===== config.mk =====
export PLATFORM = sky130hd
export DESIGN_NAME = twf_seq_gen_flat
export DESIGN_NICKNAME = d
export VERILOG_FILES = /design/src/rtl/twf_seq_if.sv /design/src/rtl/twf_seq_gen.sv /design/src/flat_wrapper.sv
export SDC_FILE = /design/constraint.sdc
export NUM_CORES = 1
export LEC_CHECK = 0
export CORE_ASPECT_RATIO = 1.25
export CORE_UTILIZATION = 45
export CTS_CLUSTER_DIAMETER = 200
export DETAILED_ROUTE_END_ITERATION = 7
export GPL_ROUTABILITY_DRIVEN = 0
export PLACE_DENSITY = 0.7
export SLEW_MARGIN = 20
export SYNTH_ARGS = -nofsm -noshare
export SYNTH_HDL_FRONTEND = slang
export SYNTH_SLANG_ARGS = --single-unit

===== constraint.sdc =====
create_clock -name clk -period 7.7 [get_ports clk]
set_clock_uncertainty 0.15 [all_clocks]
set_input_delay 0.77 -clock clk [delete_from_list [all_inputs] [get_ports clk]]
set_output_delay 0.77 -clock clk [all_outputs]
set_load 0.03 [all_outputs]

===== src/rtl/twf_seq_if.sv =====
// Twiddle output stream: registered lane-packed re/im beats under valid/ready.
// The sequencer drives through the master modport; the FFT datapath consumes via slave.
interface twf_seq_if #(
    parameter int LANES = 8,
    parameter int W     = 9,
    parameter int BW    = 3
);
    logic               tw_valid;
    logic               tw_ready;
    logic [LANES*W-1:0] tw_re;
    logic [LANES*W-1:0] tw_im;
    logic [BW-1:0]      tw_beat;
    logic               tw_last;

    modport master (
        output tw_valid,
        output tw_re,
        output tw_im,
        output tw_beat,
        output tw_last,
        input  tw_ready
    );

    modport slave (
        input  tw_valid,
        input  tw_re,
        input  tw_im,
        input  tw_beat,
        input  tw_last,
        output tw_ready
    );
endinterface


===== src/rtl/twf_seq_gen.sv =====
// Twiddle-factor sequencer for a radix-2 DIF FFT: quarter-wave cosine table,
// quadrant folding, LANES twiddles per beat for the requested stage.
//
// state | meaning
// IDLE  | no sequence; waiting for a legal start
// RUN   | presenting beats of the latched stage until the last one is taken
module twf_seq_gen #(
    parameter int N     = 64,
    parameter int W     = 9,
    parameter int LANES = 8,
    parameter int LOG2N = $clog2(N),
    parameter int BEATS = N / (2 * LANES)
) (
    input  logic                     clk,
    input  logic                     rst,
    input  logic                     start,
    input  logic [$clog2(LOG2N)-1:0] stage,
    input  logic                     inverse,
    output logic                     busy,
    output logic                     err,
    twf_seq_if.master                tw
);
    localparam int SW = $clog2(LOG2N);
    localparam int BW = $clog2(BEATS) + 1;
    localparam int Q  = N / 4;
    localparam int MW = LOG2N - 1;

    function automatic logic [(Q+1)*W-1:0] build_cos();
        logic [(Q+1)*W-1:0] t;
        real x;
        int  v;
        t = '0;
        for (int m = 0; m <= Q; m++) begin
            x = real'(2 ** (W - 2)) * $cos(2.0 * 3.14159265358979323846 * real'(m) / real'(N));
            v = (x >= 0.0) ? int'($floor(x + 0.5)) : -int'($floor(0.5 - x));
            t[m*W +: W] = v[W-1:0];
        end
        return t;
    endfunction

    localparam logic [(Q+1)*W-1:0] COS_TBL = build_cos();

    // Returns {re, im} for one lane of the given beat.
    function automatic logic [2*W-1:0] twiddle(
        input logic [BW-1:0] bt,
        input logic [SW-1:0] s,
        input logic          inv,
        input int            lane
    );
        logic [LOG2N-1:0]     b;
        logic [LOG2N-1:0]     mask;
        logic [LOG2N-1:0]     e;
        logic [1:0]           q;
        logic [MW-1:0]        m;
        logic [MW-1:0]        mc;
        logic signed [W-1:0]  cm;
        logic signed [W-1:0]  cc;
        logic signed [W-1:0]  re;
        logic signed [W-1:0]  im;
        b    = LOG2N'(bt) * LOG2N'(LANES) + LOG2N'(lane);
        mask = LOG2N'((N >> (s + 1)) - 1);
        e    = (b & mask) << s;
        q    = e[LOG2N-1 -: 2];
        m    = MW'(e[LOG2N-3:0]);
        mc   = MW'(Q) - m;
        cm   = COS_TBL[m*W +: W];
        cc   = COS_TBL[mc*W +: W];
        case (q)
            2'd0:    begin re = cm;  im = -cc; end
            2'd1:    begin re = -cc; im = -cm; end
            2'd2:    begin re = -cm; im = cc;  end
            default: begin re = cc;  im = cm;  end
        endcase
        if (inv) im = -im;
        return {re, im};
    endfunction

    typedef enum logic {IDLE, RUN} state_t;

    state_t             state, state_n;
    logic [SW-1:0]      stage_q, load_stage;
    logic               inv_q, load_inv;
    logic [BW-1:0]      load_beat;
    logic               load, valid_n, err_n, legal;
    logic [LANES*W-1:0] nxt_re, nxt_im;

    assign legal = start && (int'(stage) < LOG2N);

    always_ff @(posedge clk) begin
        if (rst) state <= IDLE;
        else     state <= state_n;
    end

    always_comb begin
        state_n    = state;
        load       = 1'b0;
        load_beat  = tw.tw_beat + 1'b1;
        load_stage = stage_q;
        load_inv   = inv_q;
        valid_n    = tw.tw_valid;
        err_n      = 1'b0;
        case (state)
            IDLE: begin
                if (start) begin
                    if (legal) begin
                        load       = 1'b1;
                        load_beat  = '0;
                        load_stage = stage;
                        load_inv   = inverse;
                        valid_n    = 1'b1;
                        state_n    = RUN;
                    end else begin
                        err_n = 1'b1;
                    end
                end
            end
            RUN: begin
                if (tw.tw_valid && tw.tw_ready) begin
                    if (!tw.tw_last) begin
                        load = 1'b1;
                    end else if (legal) begin
                        // chained start on the final handshake: no gap between stages
                        load       = 1'b1;
                        load_beat  = '0;
                        load_stage = stage;
                        load_inv   = inverse;
                    end else begin
                        valid_n = 1'b0;
                        state_n = IDLE;
                    end
                end
            end
            default: state_n = IDLE;
        endcase
    end

    always_comb begin
        nxt_re = '0;
        nxt_im = '0;
        for (int i = 0; i < LANES; i++) begin
            {nxt_re[i*W +: W], nxt_im[i*W +: W]} = twiddle(load_beat, load_stage, load_inv, i);
        end
    end

    always_ff @(posedge clk) begin
        if (rst) begin
            stage_q     <= '0;
            inv_q       <= 1'b0;
            busy        <= 1'b0;
            err         <= 1'b0;
            tw.tw_valid <= 1'b0;
            tw.tw_last  <= 1'b0;
            tw.tw_beat  <= '0;
            tw.tw_re    <= '0;
            tw.tw_im    <= '0;
        end else begin
            busy        <= (state_n == RUN);
            err         <= err_n;
            tw.tw_valid <= valid_n;
            if (load) begin
                stage_q    <= load_stage;
                inv_q      <= load_inv;
                tw.tw_beat <= load_beat;
                tw.tw_last <= (load_beat == BW'(BEATS - 1));
                tw.tw_re   <= nxt_re;
                tw.tw_im   <= nxt_im;
            end else if (!valid_n) begin
                tw.tw_last <= 1'b0;
            end
        end
    end
endmodule


===== src/flat_wrapper.sv =====
// flat-port wrapper written by rule: the top's interface ports become plain ports
module twf_seq_gen_flat 
#(
    parameter int N     = 64,
    parameter int W     = 9,
    parameter int LANES = 8,
    parameter int LOG2N = $clog2(N),
    parameter int BEATS = N / (2 * LANES)
)
  (clk, rst, start, stage, inverse, busy, err, tw_tw_valid, tw_tw_re, tw_tw_im, tw_tw_beat, tw_tw_last, tw_tw_ready);
  twf_seq_if #(.LANES(LANES), .W(W), .BW((3))) tw_i ();
  input  logic clk;
  input  logic rst;
  input  logic start;
  input  logic [$clog2(LOG2N)-1:0] stage;
  input  logic inverse;
  output logic busy;
  output logic err;
  output wire logic [$bits(tw_i.tw_valid)-1:0] tw_tw_valid;
  output wire logic [$bits(tw_i.tw_re)-1:0] tw_tw_re;
  output wire logic [$bits(tw_i.tw_im)-1:0] tw_tw_im;
  output wire logic [$bits(tw_i.tw_beat)-1:0] tw_tw_beat;
  output wire logic [$bits(tw_i.tw_last)-1:0] tw_tw_last;
  input wire logic [$bits(tw_i.tw_ready)-1:0] tw_tw_ready;
  assign tw_tw_valid = tw_i.tw_valid;
  assign tw_tw_re = tw_i.tw_re;
  assign tw_tw_im = tw_i.tw_im;
  assign tw_tw_beat = tw_i.tw_beat;
  assign tw_tw_last = tw_i.tw_last;
  assign tw_i.tw_ready = tw_tw_ready;
  twf_seq_gen #(.N(N), .W(W), .LANES(LANES), .LOG2N(LOG2N), .BEATS(BEATS)) u_core (.clk(clk), .rst(rst), .start(start), .stage(stage), .inverse(inverse), .busy(busy), .err(err), .tw(tw_i));
endmodule

After elaboration in Yosys (flattened, before gate mapping)
Cells that the tools add are included.
Word-level totals
  output and inout port bits: 151
  register bits: 155
  word-level logic and storage cells: 187
Cells by class
  eq/ne operators: 18
  order comparisons: 1
  multiply operators: 16
  bitwise logic cells: 10
  add/subtract/negate cells: 42
  multiplexer cells: 55
  shifts and indexed selects: 25
  reduce and logical (&&, ||, !) cells: 11
Operators with widths (number)
  153-bit by 10-bit variable part select with 9-bit output, first input constant: 8
  153-bit by 9-bit variable part select with 9-bit output, first input constant: 8
  9-bit one-hot mux with 3 select lines: 16
  9-bit negator: 24
  5-bit by 4-bit multiplier with 9-bit output, second input constant: 8
  9-bit two-way mux: 8
  4-bit by 4-bit multiplier with 8-bit output, second input constant: 8
  6-bit AND: 8
  6-bit by 3-bit left shift with 6-bit output: 8
  5-bit by 4-bit subtractor with 5-bit output, first input constant: 8
  7-bit by 32-bit right shift with 6-bit output, first input constant: 1
  6-bit by 3-bit adder with 6-bit output, second input constant: 4
  3-bit two-way mux: 8
  1-bit two-way mux: 17
  2-bit by 1-bit == test with 1-bit output, second input constant: 8
  2-bit == test, second input constant: 8
  2-bit zero test: 8
  6-bit by 2-bit adder with 6-bit output, second input constant: 2
  3-bit one-hot mux with 2 select lines: 2
  1-bit one-hot mux with 2 select lines: 4
  6-bit by 1-bit adder with 6-bit output, second input constant: 1
  6-bit by 2-bit subtractor with 6-bit output, second input constant: 1
  3-bit by 1-bit adder with 4-bit output, second input constant: 1
  3-bit by 1-bit adder with 3-bit output, second input constant: 1
  6 further kinds: 8

Depth between registers and ports, before layout
Gate-level depths: netlist of run 1.
  depth after elaboration: 18
  depth in mapped cells: 32
  mapped depth without buffers: 24

Worst setup path before layout of run 1
OpenSTA, ideal clock, no wires.
  path type: input port to flip-flop
  start point: in tw_tw_ready
  end point: reg u_core.tw.tw_im[62]
  stages on the path: 30
  arrival time: 6.992 ns
  slack: 0.484 ns
  buffers on the path: 10
  path through: and3_1 -> buf_4 -> o21ai_2 -> nand2_2 -> buf_4 -> buf_2 -> buf_2 -> buf_2 -> clkbuf_1 -> clkbuf_1 -> ha_1 -> nor3b_1 -> a21oi_1 -> mux2_2 -> o2bb2ai_4 -> inv_4 -> buf_2 -> ha_1 -> clkbuf_1 -> clkbuf_1 -> o21ai_0 -> ha_1 -> a21oi_1 -> mux2i_1 -> inv_1 -> ha_1 -> nand2b_1 -> nor3_2 -> or4_1 -> a31oi_1
On the way
  longest elaborated chain between the ends: 15
  elaborated cells between the ends (all ways): 28
  those cells by class: add/sub: 7; mul: 2; eq/ne: 2; shift: 4; mux: 10; bitwise: 1; reduce/logical: 2
Ends and longest elaborated chain
  start: declaration: RTL line flat_wrapper.sv:24  | input wire logic [$bits(tw_i.tw_ready)-1:0] tw_tw_ready;
  1-bit logical AND (*): RTL line twf_seq_gen.sv:118  | if (tw.tw_valid && tw.tw_ready) begin
  3-bit two-way mux: RTL line twf_seq_gen.sv:118
  3-bit one-hot mux with 2 select lines: RTL line twf_seq_gen.sv:102  | case (state)
  3-bit by 1-bit adder with 4-bit output: RTL line twf_seq_gen.sv:61  | mask = LOG2N'((N >> (s + 1)) - 1);
  7-bit by 32-bit right shift with 6-bit output: RTL line twf_seq_gen.sv:61
  6-bit by 2-bit subtractor with 6-bit output: RTL line twf_seq_gen.sv:61
  6-bit AND: RTL line twf_seq_gen.sv:62  | e = (b & mask) << s;
  6-bit by 3-bit left shift with 6-bit output: RTL line twf_seq_gen.sv:62
  5-bit by 4-bit subtractor with 5-bit output: RTL line twf_seq_gen.sv:65  | mc = MW'(Q) - m;
  5-bit by 4-bit multiplier with 9-bit output: RTL line twf_seq_gen.sv:67  | cc = COS_TBL[mc*W +: W];
  153-bit by 10-bit variable part select with 9-bit output: RTL line twf_seq_gen.sv:67
  9-bit negator: RTL line twf_seq_gen.sv:69  | 2'd0: begin re = cm; im = -cc; end
  9-bit one-hot mux with 3 select lines: RTL line twf_seq_gen.sv:68  | case (q)
  9-bit negator: RTL line twf_seq_gen.sv:74  | if (inv) im = -im;
  9-bit two-way mux: RTL line twf_seq_gen.sv:74
  end signal: assignment: RTL line twf_seq_gen.sv:166  | tw.tw_im <= nxt_im;
  end: declaration: RTL line twf_seq_if.sv:18  | output tw_im,
Mark *: on every way between the ends. The rest lies on a longest branch, timed or not.
A chain may end at the register's enable or synchronous reset.

Worst setup path in the final report of run 1
Ends and elaborated chain as after synthesis.

==> results.json, run 1 <==
{
  "antenna_found_initial": 0,
  "power_frac_seq_pct": 21.3,
  "clockRootBuffer": "clkbuf_16",
  "synth_seq_cells": 147,
  "post_cts_buffers": 0,
  "combPwrFrac_pct": 59.4,
  "fmax_ghz": 0.1464,
  "synthTopCellsByArea": "dfxtp_1 23%, nor2_1 7.1%, a21oi_1 6.5%",
  "htree_num_levels": 4,
  "clkTransAtPathRegs_ns": 0.06,
  "synthesis.area_um2": 12720,
  "clkPwrFrac_pct": 19.2,
  "initial_core_util_pct": 45.87,
  "clock_latency_ns": 0.44,
  "grt_max_degree": 79,
  "yosys.area.top_type": "dfxtp_1",
  "critPathLaunchType": "primary input",
  "outcome": "complete, but fails checks",
  "io_pins": 159,
  "grt.overflow.total": 0,
  "endpoint_kind": "flip-flop",
  "area_growth_syn_to_layout_pct": 18.02,
  "synth_cell_types": 115,
  "drtIter0Drc": 1886,
  "ant_nets": 0,
  "die_x_um": 152.4,
  "final.setup.tns_ns": 0,
  "slew_violations": 0,
  "synth.most_common_cell": "nor2_1",
  "netlist.area_leader.share_pct": 23.13,
  "firstDrtPassIters": 8,
  "p_sw_mw": 2.160,
  "grt_pass1_vias": 12930,
  "ctsHoldBuffers": 0,
  "vias": 14420,
  "grt_usage_pct": 31.61,
  "fill_cells": 2632,
  "hold_viol": 0,
  "slowest_stage": "clkdlybuf4s50_1",
  "violations": "design-rule violations",
  "p_per_area_nw_per_um2": 303.1,
  "min_path_type": "flip-flop to flip-flop",
  "worstSetupPathType": "primary input to flip-flop",
  "synth.top_cells.by_count": "241 x nor2_1, 196 x nand2_1, 166 x a21oi_1",
  "row_count": 68,
  "cts_sinks": 147,
  "port_buffers": 158,
  "cts_resized": 0,
  "avgSynthCellArea_um2": 7.192,
  "min_period_ns": 6.829,
  "die_h_um": 190.0,
  "cap_violations": 0,
  "finalSetupViolCount": 0,
  "postSynthNetCount": 1825,
  "cts_buffers": 17,
  "ys.flop_type": "dfxtp_1",
  "ys_seq_area_share_pct": 23.13,
  "slowest_delay_ns": 0.58,
  "worst_hold_slack_ns": 0.2998,
  "synth_cells": 1769,
  "ir_worst_vdd_mv": 0.1620,
  "synthArstFlopShare_pct": 0,
  "vias_per_cell": 6.566,
  "drive_above_1_share_pct": 8.505,
  "fin_crit_sh_pct": 88.69,
  "p_leak_nw": 5.554,
  "cp.arrival_ns": 7.05,
  "drc": 13,
  "rsz0062_at_grt": "false",
  "dp_cells": 2164,
  "path_max_fanout": 19,
  "dp_hpwl_um": 33610,
  "final_cells": 2196,
  "grt_pass1_wl_um": 72370,
  "num_antenna_cells": 0,
  "crit_required_ns": 7.92,
  "total_power_mw": 4.551,
  "synth_enable_flop_cells": 0,
  "die-area_um2": 28950,
  "power.internal_mw": 2.392,
  "relSlewSlack_pct": 18.63,
  "cts_buffer_depth": 2,
  "final_nets": 1889,
  "cts_tree": "done",
  "worstMarginPinSlew_ns": 1.212,
  "ys_warn_count": 0,
  "wl_per_cell_um": 21.31,
  "wl_um": 46800,
  "core_um2": 27740,
  "switching_share_pct": 47.45
}
## logic make-up (layout without fill, tap and decap cells)
group,Yosys count,count (layout),share of synthesized area (%)
adder cells (fa/ha/maj),48,48,4.721
buffers and inverters,189,266,6.579
multiplexers,44,44,3.590
AND/OR/NAND/NOR,638,638,22.53
XOR/XNOR,82,82,5.645
flip-flops,147,147,23.13
AO/OA/AOI/OAI,621,621,33.80
## cell usage in the layout (no fill, tap or decap), types with 6 or more instances in the layout
cell and instances:
a211o_1 6, a211oi_1 56, a21oi_1 165, a21oi_2 7
a221oi_1 9, a22o_1 9, a311oi_1 14, a31oi_1 27
a32oi_1 7, and2_1 9, and3_1 10, buf_4 46
clkbuf_16 17, clkdlybuf4s50_1 157, dfxtp_1 147, ha_1 48
inv_1 25, mux2_2 9, mux2i_1 33, nand2_1 196
nand2b_1 12, nand3_1 41, nand4_1 10, nor2_1 239
nor2b_1 10, nor3_1 55, nor3b_1 7, o211ai_1 24
o21a_1 8, o21ai_0 110, o21ai_1 24, o221ai_1 10
o22ai_1 20, o311ai_0 6, o31ai_1 16, or3_1 12
xnor2_1 60, xor2_1 22
## cell type report
cell class / instances / area (um^2) / area share [%]
clock buffer: 20 / 456.7 / 3.042
clock inverter: 12 / 153.9 / 1.025
inverter: 31 / 120.1 / 0.8000
multi-input combinational: 1433 / 8986 / 59.85
sequential: 147 / 2943 / 19.60
tap: 350 / 437.9 / 2.917
timing repair buffer: 203 / 1917 / 12.77
## state kept, by name, summed over array words and instances (netlist names)
signal	cells
u_core.tw.tw_im	68
u_core.tw.tw_re	68
u_core.stage_q	3
u_core.tw.tw_beat	3
u_core.busy	1
u_core.err	1
u_core.inv_q	1
u_core.tw.tw_last	1
u_core.tw.tw_valid	1
## layer usage
layer | vias up | global-route usage [%] | share of wire (%)
met5 | - | 0 | 0
met4 | 0 | 21.43 | 6.9
met3 | 230 | 4.761 | 9.5
met2 | 941 | 50.16 | 45
met1 | 6653 | 39.71 | 39
li1 | 6596 | - | -
## path summary, 6_finish.rpt
path	start	to	slack (ns)	cells past startpoint
worst min register to register	u_core.tw.tw_re[24]	u_core.tw.tw_re[24]	0.30	2
worst max register to register	u_core.busy	u_core.tw.tw_im[62]	0.98	25
worst min-delay path	u_core.tw.tw_re[24]	u_core.tw.tw_re[24]	0.30	2
worst max-delay path	tw_tw_ready	u_core.tw.tw_im[62]	0.87	26
## power groups by stage
stage	clock network [mW]	registers, mW	logic, mW
after global placement	0	0.987	2.60
after floorplan	0	1.21	1.65
after detailed placement	0	0.988	2.63
after global routing	0.915	0.986	2.90
after CTS	0.885	0.973	2.65
final	0.876	0.971	2.70
## metrics by stage
step | utilization, % | setup WS (ns) | instance area, um^2
after global placement | 51.92 | 0.7809 | 14400
after CTS | 54.12 | 1.022 | 15010
after global routing | 54.13 | 0.5386 | 15010
after floorplan | - | 0.4840 | 12720
after detailed placement | 51.92 | 0.5695 | 14400
final | 54.13 | 0.8712 | 15010
## worst max-delay path, delay by kind of cell
family	cells	cell delay, ns
simple gates	6	2.02
fa+ha+maj	3	0.79
mux	2	0.57
buf+inv	7	1.43
compound gates	8	1.45
Power figures use the tool's default switching activity.
==> run 2, diff against run 1 <==
--- a/config.mk
+++ b/config.mk
@@ -6,11 +6,12 @@
 export NUM_CORES = 1
 export LEC_CHECK = 0
 export CORE_ASPECT_RATIO = 1.25
-export CORE_UTILIZATION = 45
+export CORE_UTILIZATION = 52
 export CTS_CLUSTER_DIAMETER = 200
 export DETAILED_ROUTE_END_ITERATION = 7
 export GPL_ROUTABILITY_DRIVEN = 0
-export PLACE_DENSITY = 0.7
+export MAX_ROUTING_LAYER = met4
+export PLACE_DENSITY = 0.79
 export SLEW_MARGIN = 20
 export SYNTH_ARGS = -nofsm -noshare
 export SYNTH_HDL_FRONTEND = slang
==> run 2 against run 1 <==
Compared with the run above: the run now ends clean; clock power is 4.0% higher; die area is 13% lower; power is 0.46% higher; core utilization is 8.5 points higher; non-clock buffer count is 7 lower; clock-buffer cell count is 2 lower; routed wire length is 2.3% lower; sequential power hardly changed; final cell count is 1.5% lower; first-iteration DRC count is 14% higher; worst hold slack worse by 0.00069 ns; largest cell class unchanged.
==> results.json, run 2 (same netlist as run 1, synthesis figures left out) <==
{
  "outcome": "completed",
  "design_area_um2": 14970,
  "p_sw_mw": 2.162,
  "drc": 0,
  "combPwrFrac_pct": 58.8,
  "cp.arrival_ns": 7.32,
  "min_period_ns": 7.109,
  "ant_nets": 0,
  "relSlewSlack_pct": 29.76,
  "p_leak_nw": 5.536,
  "dpl_cell_area_um2": 14320,
  "antenna_found_initial": 0,
  "hold_viol": 0,
  "grt.overflow.total": 0,
  "dp_cells": 2132,
  "top_regs": "u_core.tw.tw_im (68), u_core.tw.tw_re (68)",
  "power_frac_seq_pct": 21.2,
  "final_cell_mix": "238 x nor2_1, 196 x nand2_1, 165 x a21oi_1",
  "cts_resized": 0,
  "final_nets": 1882,
  "area_growth_syn_to_layout_pct": 17.65,
  "finalSetupViolCount": 0,
  "rsz0062_at_grt": "false",
  "row_count": 63,
  "die_x_um": 141.9,
  "final_common_cell": "nor2_1",
  "firstDrtPassIters": 7,
  "path_max_fanout": 19,
  "fmax_ghz": 0.1407,
  "slew_violations": 0,
  "final.setup.tns_ns": 0,
  "drive_above_1_share_pct": 8.320,
  "cts_buffer_depth": 2,
  "io_pins": 159,
  "setup_ws_ns": 0.5913,
  "cts_buffers": 17,
  "worstSetupPathType": "primary input to flip-flop",
  "wl_per_cell_um": 21.14,
  "ir_worst_vdd_mv": 0.1876,
  "power.internal_mw": 2.410,
  "min_path_type": "flip-flop to flip-flop",
  "wl_um": 45740,
  "grt_pass1_wl_um": 71180,
  "num_antenna_cells": 0,
  "vias": 14440,
  "clkTransAtPathRegs_ns": 0.06,
  "die-area_um2": 25100,
  "cts_sinks": 147,
  "dp_hpwl_um": 32360,
  "p_per_area_nw_per_um2": 305.5,
  "place_ws_ns": 0.3349,
  "fill_cells": 2110,
  "drtIter0Drc": 2157,
  "cap_violations": 0,
  "fin_crit_sh_pct": 92.32,
  "htree_num_levels": 4,
  "switching_share_pct": 47.29,
  "endpoint_kind": "flip-flop",
  "post-route-util_pct": 62.67,
  "vias_per_cell": 6.671,
  "initial_core_util_pct": 53.27,
  "clock_latency_ns": 0.45,
  "grt_usage_pct": 37.51,
  "ctsHoldBuffers": 0,
  "final_cells": 2164,
  "cts_tree": "done",
  "port_buffers": 158,
  "die_h_um": 176.9,
  "crit_required_ns": 7.91,
  "core_um2": 23880,
  "worst_hold_slack_ns": 0.2991,
  "critPathLaunchType": "primary input",
  "grt_pass1_vias": 13090,
  "clockRootBuffer": "clkbuf_16",
  "grt_max_degree": 58,
  "worstMarginPinSlew_ns": 1.040,
  "clkPwrFrac_pct": 19.9,
  "post_cts_buffers": 0,
  "total_power_mw": 4.572
}
run 2: layout make-up:
type / instances / area [um^2] / share of cell area [%]
Clock buffer: 18 / 439.2 / 2.934
Clock inverter: 14 / 201.4 / 1.346
Inverter: 31 / 120.1 / 0.8025
Multi-Input combinational cell: 1433 / 8994 / 60.09
Sequential cell: 147 / 2943 / 19.66
Tap cell: 325 / 406.6 / 2.717
Timing Repair Buffer: 196 / 1864 / 12.46
run 2: worst paths after layout:
check | startpoint | end | slack [ns] | cells after the start
max | tw_tw_ready | u_core.tw.tw_im[62] | 0.59 | 25
min | u_core.tw.tw_im[41] | u_core.tw.tw_im[41] | 0.30 | 2
max reg2reg | u_core.busy | u_core.tw.tw_im[62] | 0.89 | 25
min reg2reg | u_core.tw.tw_im[41] | u_core.tw.tw_im[41] | 0.30 | 2
run 2: power groups by stage:
stage          clock network, mW  registers [mW]  logic (mW)
6_report                   0.911           0.971        2.69
5_1_grt                    0.950           0.984        2.88
4_1_cts                    0.919           0.971        2.61
3_5_place_dp                   0           0.986        2.60
3_3_place_gp                   0           0.984        2.56
2_1_floorplan                  0            1.21        1.65
run 2: per-layer routing:
metal | global-route usage, % | share of wire (%)
met1 | 44.56 | 38
met2 | 56.90 | 44
met3 | 7.738 | 10
met4 | 25.58 | 7.8
met5 | - | 0
run 2: critical path, cell delays in order:
cell and delay [ns]:
clkdlybuf4s50_1 0.56, and3_1 0.47, o22a_1 0.46, nand2_2 0.25
inv_1 0.13, ha_1 0.25, nor3b_1 0.55, a21oi_1 0.09
mux2_2 0.38, o2bb2ai_4 0.30, inv_4 0.16, ha_1 0.30
buf_4 0.21, mux2i_1 0.21, a21oi_1 0.09, inv_1 0.08
ha_1 0.23, inv_1 0.09, or4_1 0.52, a21oi_1 0.19
a311oi_2 0.10, o31ai_4 0.17, nor3_2 0.11, or4_1 0.48
a31oi_1 0.15
==> run 3, diff against run 2 <==
--- a/config.mk
+++ b/config.mk
@@ -12,7 +12,6 @@
 export GPL_ROUTABILITY_DRIVEN = 0
 export MAX_ROUTING_LAYER = met4
 export PLACE_DENSITY = 0.79
-export SLEW_MARGIN = 20
 export SYNTH_ARGS = -nofsm -noshare
 export SYNTH_HDL_FRONTEND = slang
 export SYNTH_SLANG_ARGS = --single-unit
==> run 3 against run 2 <==
Compared with the run above: sequential share of layout area about the same; largest cell class unchanged; sequential power about the same; largest power group unchanged; final cell count unchanged; the run now ends with design-rule violations left; power decreased by 0.67%; global-route usage increased by 0.055 points; non-clock buffer count unchanged; routed wire length increased by 0.75%; clock-buffer cell count unchanged.
==> results.json, run 3 (same netlist as run 1, synthesis figures left out) <==
{
  "outcome": "complete, but fails checks",
  "violations": "design-rule violations",
  "p_per_area_nw_per_um2": 304.1,
  "cap_violations": 0,
  "wl_per_cell_um": 21.30,
  "dp_hpwl_um": 32400,
  "fill_cells": 2131,
  "relSlewSlack_pct": 11.70,
  "cts_tree": "done",
  "fin_crit_sh_pct": 91.95,
  "ant_nets": 0,
  "vias": 14500,
  "hold_viol": 0,
  "final_cell_mix": "239 x nor2_1, 196 x nand2_1, 165 x a21oi_1",
  "p_leak_nw": 5.517,
  "initial_core_util_pct": 53.27,
  "cp.arrival_ns": 7.30,
  "p_sw_mw": 2.165,
  "power.internal_mw": 2.377,
  "clock_latency_ns": 0.45,
  "die-area_um2": 25100,
  "gr-usage-met2_pct": 56.49,
  "combPwrFrac_pct": 59.1,
  "worst_hold_slack_ns": 0.2992,
  "clkTransAtPathRegs_ns": 0.06,
  "grt_usage_pct": 37.56,
  "drive_above_1_share_pct": 8.211,
  "rsz0062_at_grt": "false",
  "htree_num_levels": 4,
  "grtUsageMet3_pct": 8.631,
  "antenna_found_initial": 0,
  "drtIter0Drc": 2075,
  "final_common_cell": "nor2_1",
  "vias_per_cell": 6.701,
  "final_nets": 1882,
  "core_um2": 23880,
  "clockRootBuffer": "clkbuf_16",
  "grt_pass1_vias": 13240,
  "min_path_type": "flip-flop to flip-flop",
  "area_growth_syn_to_layout_pct": 17.40,
  "ir_worst_vdd_mv": 0.1961,
  "post_cts_buffers": 0,
  "firstDrtPassIters": 8,
  "final.setup.tns_ns": 0,
  "top_usage_layer": "met2",
  "critPathLaunchType": "primary input",
  "grt_pass1_wl_um": 71290,
  "fmax_ghz": 0.1412,
  "worstSetupPathType": "primary input to flip-flop",
  "endpoint_kind": "flip-flop",
  "cts_buffers": 17,
  "drc": 7,
  "switching_share_pct": 47.67,
  "power_frac_seq_pct": 21.4,
  "cts_sinks": 147,
  "cts_buffer_depth": 2,
  "use_met1_pct": 44.20,
  "clkPwrFrac_pct": 19.5,
  "grt.overflow.total": 0,
  "post-route-util_pct": 62.53,
  "die_h_um": 176.9,
  "crit_required_ns": 7.92,
  "worstMarginPinSlew_ns": 1.313,
  "finalSetupViolCount": 0,
  "grt_max_degree": 58,
  "wl_um": 46090,
  "top_regs": "u_core.tw.tw_im (68), u_core.tw.tw_re (68)",
  "path_max_fanout": 19,
  "slew_violations": 0,
  "row_count": 63,
  "io_pins": 159,
  "min_period_ns": 7.080,
  "die_x_um": 141.9,
  "ctsHoldBuffers": 0,
  "num_antenna_cells": 0,
  "port_buffers": 158,
  "cts_resized": 0
}
==> run 3: critical path: stages <==
cell	delay, ns
clkdlybuf4s50_1	0.56
and3_1	0.46
o22a_1	0.44
nand2_2	0.24
inv_1	0.13
ha_1	0.25
nor3b_1	0.56
a21oi_1	0.09
mux2_2	0.38
o2bb2ai_4	0.31
inv_4	0.16
ha_1	0.31
buf_4	0.20
mux2i_1	0.20
a21oi_1	0.09
inv_1	0.08
ha_1	0.23
inv_1	0.09
or4_1	0.52
a21oi_1	0.20
a311oi_2	0.10
o31ai_4	0.17
nor3_2	0.11
or4_1	0.48
a31oi_1	0.14
==> run 3: through the flow <==
stage          setup WS (ns)  instance area (um^2)  power (mW)  instances
5_1_grt               0.1234                 14940       4.783       2164
4_1_cts               0.7758                 14930       4.475       2164
3_3_place_gp          0.5702                 14320       3.541       2132
3_5_place_dp          0.3520                 14320       3.589       2132
2_1_floorplan         0.4840                 12720       2.863       1769
6_report              0.6198                 14940       4.542       2164
==> run 3: worst paths after layout <==
path | startpoint | end | slack, ns | cells past startpoint
min | u_core.tw.tw_im[41] | u_core.tw.tw_im[41] | 0.30 | 2
max reg2reg | u_core.busy | u_core.tw.tw_im[62] | 0.88 | 25
min reg2reg | u_core.tw.tw_im[41] | u_core.tw.tw_im[41] | 0.30 | 2
max | tw_tw_ready | u_core.tw.tw_im[62] | 0.62 | 25
==> run 3: final cells by class <==
type                            instances  area (um^2)  share of cell area (%)
Multi-Input combinational cell       1433         8986                   60.17
Timing Repair Buffer                  196         1864                   12.48
Clock buffer                           18        439.2                   2.940
Clock inverter                         14        176.4                   1.181
Sequential cell                       147         2943                   19.70
Tap cell                              325        406.6                   2.723
Inverter                               31        120.1                  0.8042
==> run 3: routing by layer <==
metal	up-vias	share of wire, %
met3	262	11
met5	-	0
met1	6665	37
met2	994	44
li1	6579	-
met4	0	7.8
==> run 3: power by group through the flow <==
stage                     sequential [mW]  clock [mW]  combinational (mW)
after floorplan                      1.21           0                1.65
after global placement              0.984           0                2.56
after global routing                0.983       0.925                2.87
after CTS                           0.971       0.889                2.62
after detailed placement            0.987           0                2.60
final                               0.971       0.886                2.69
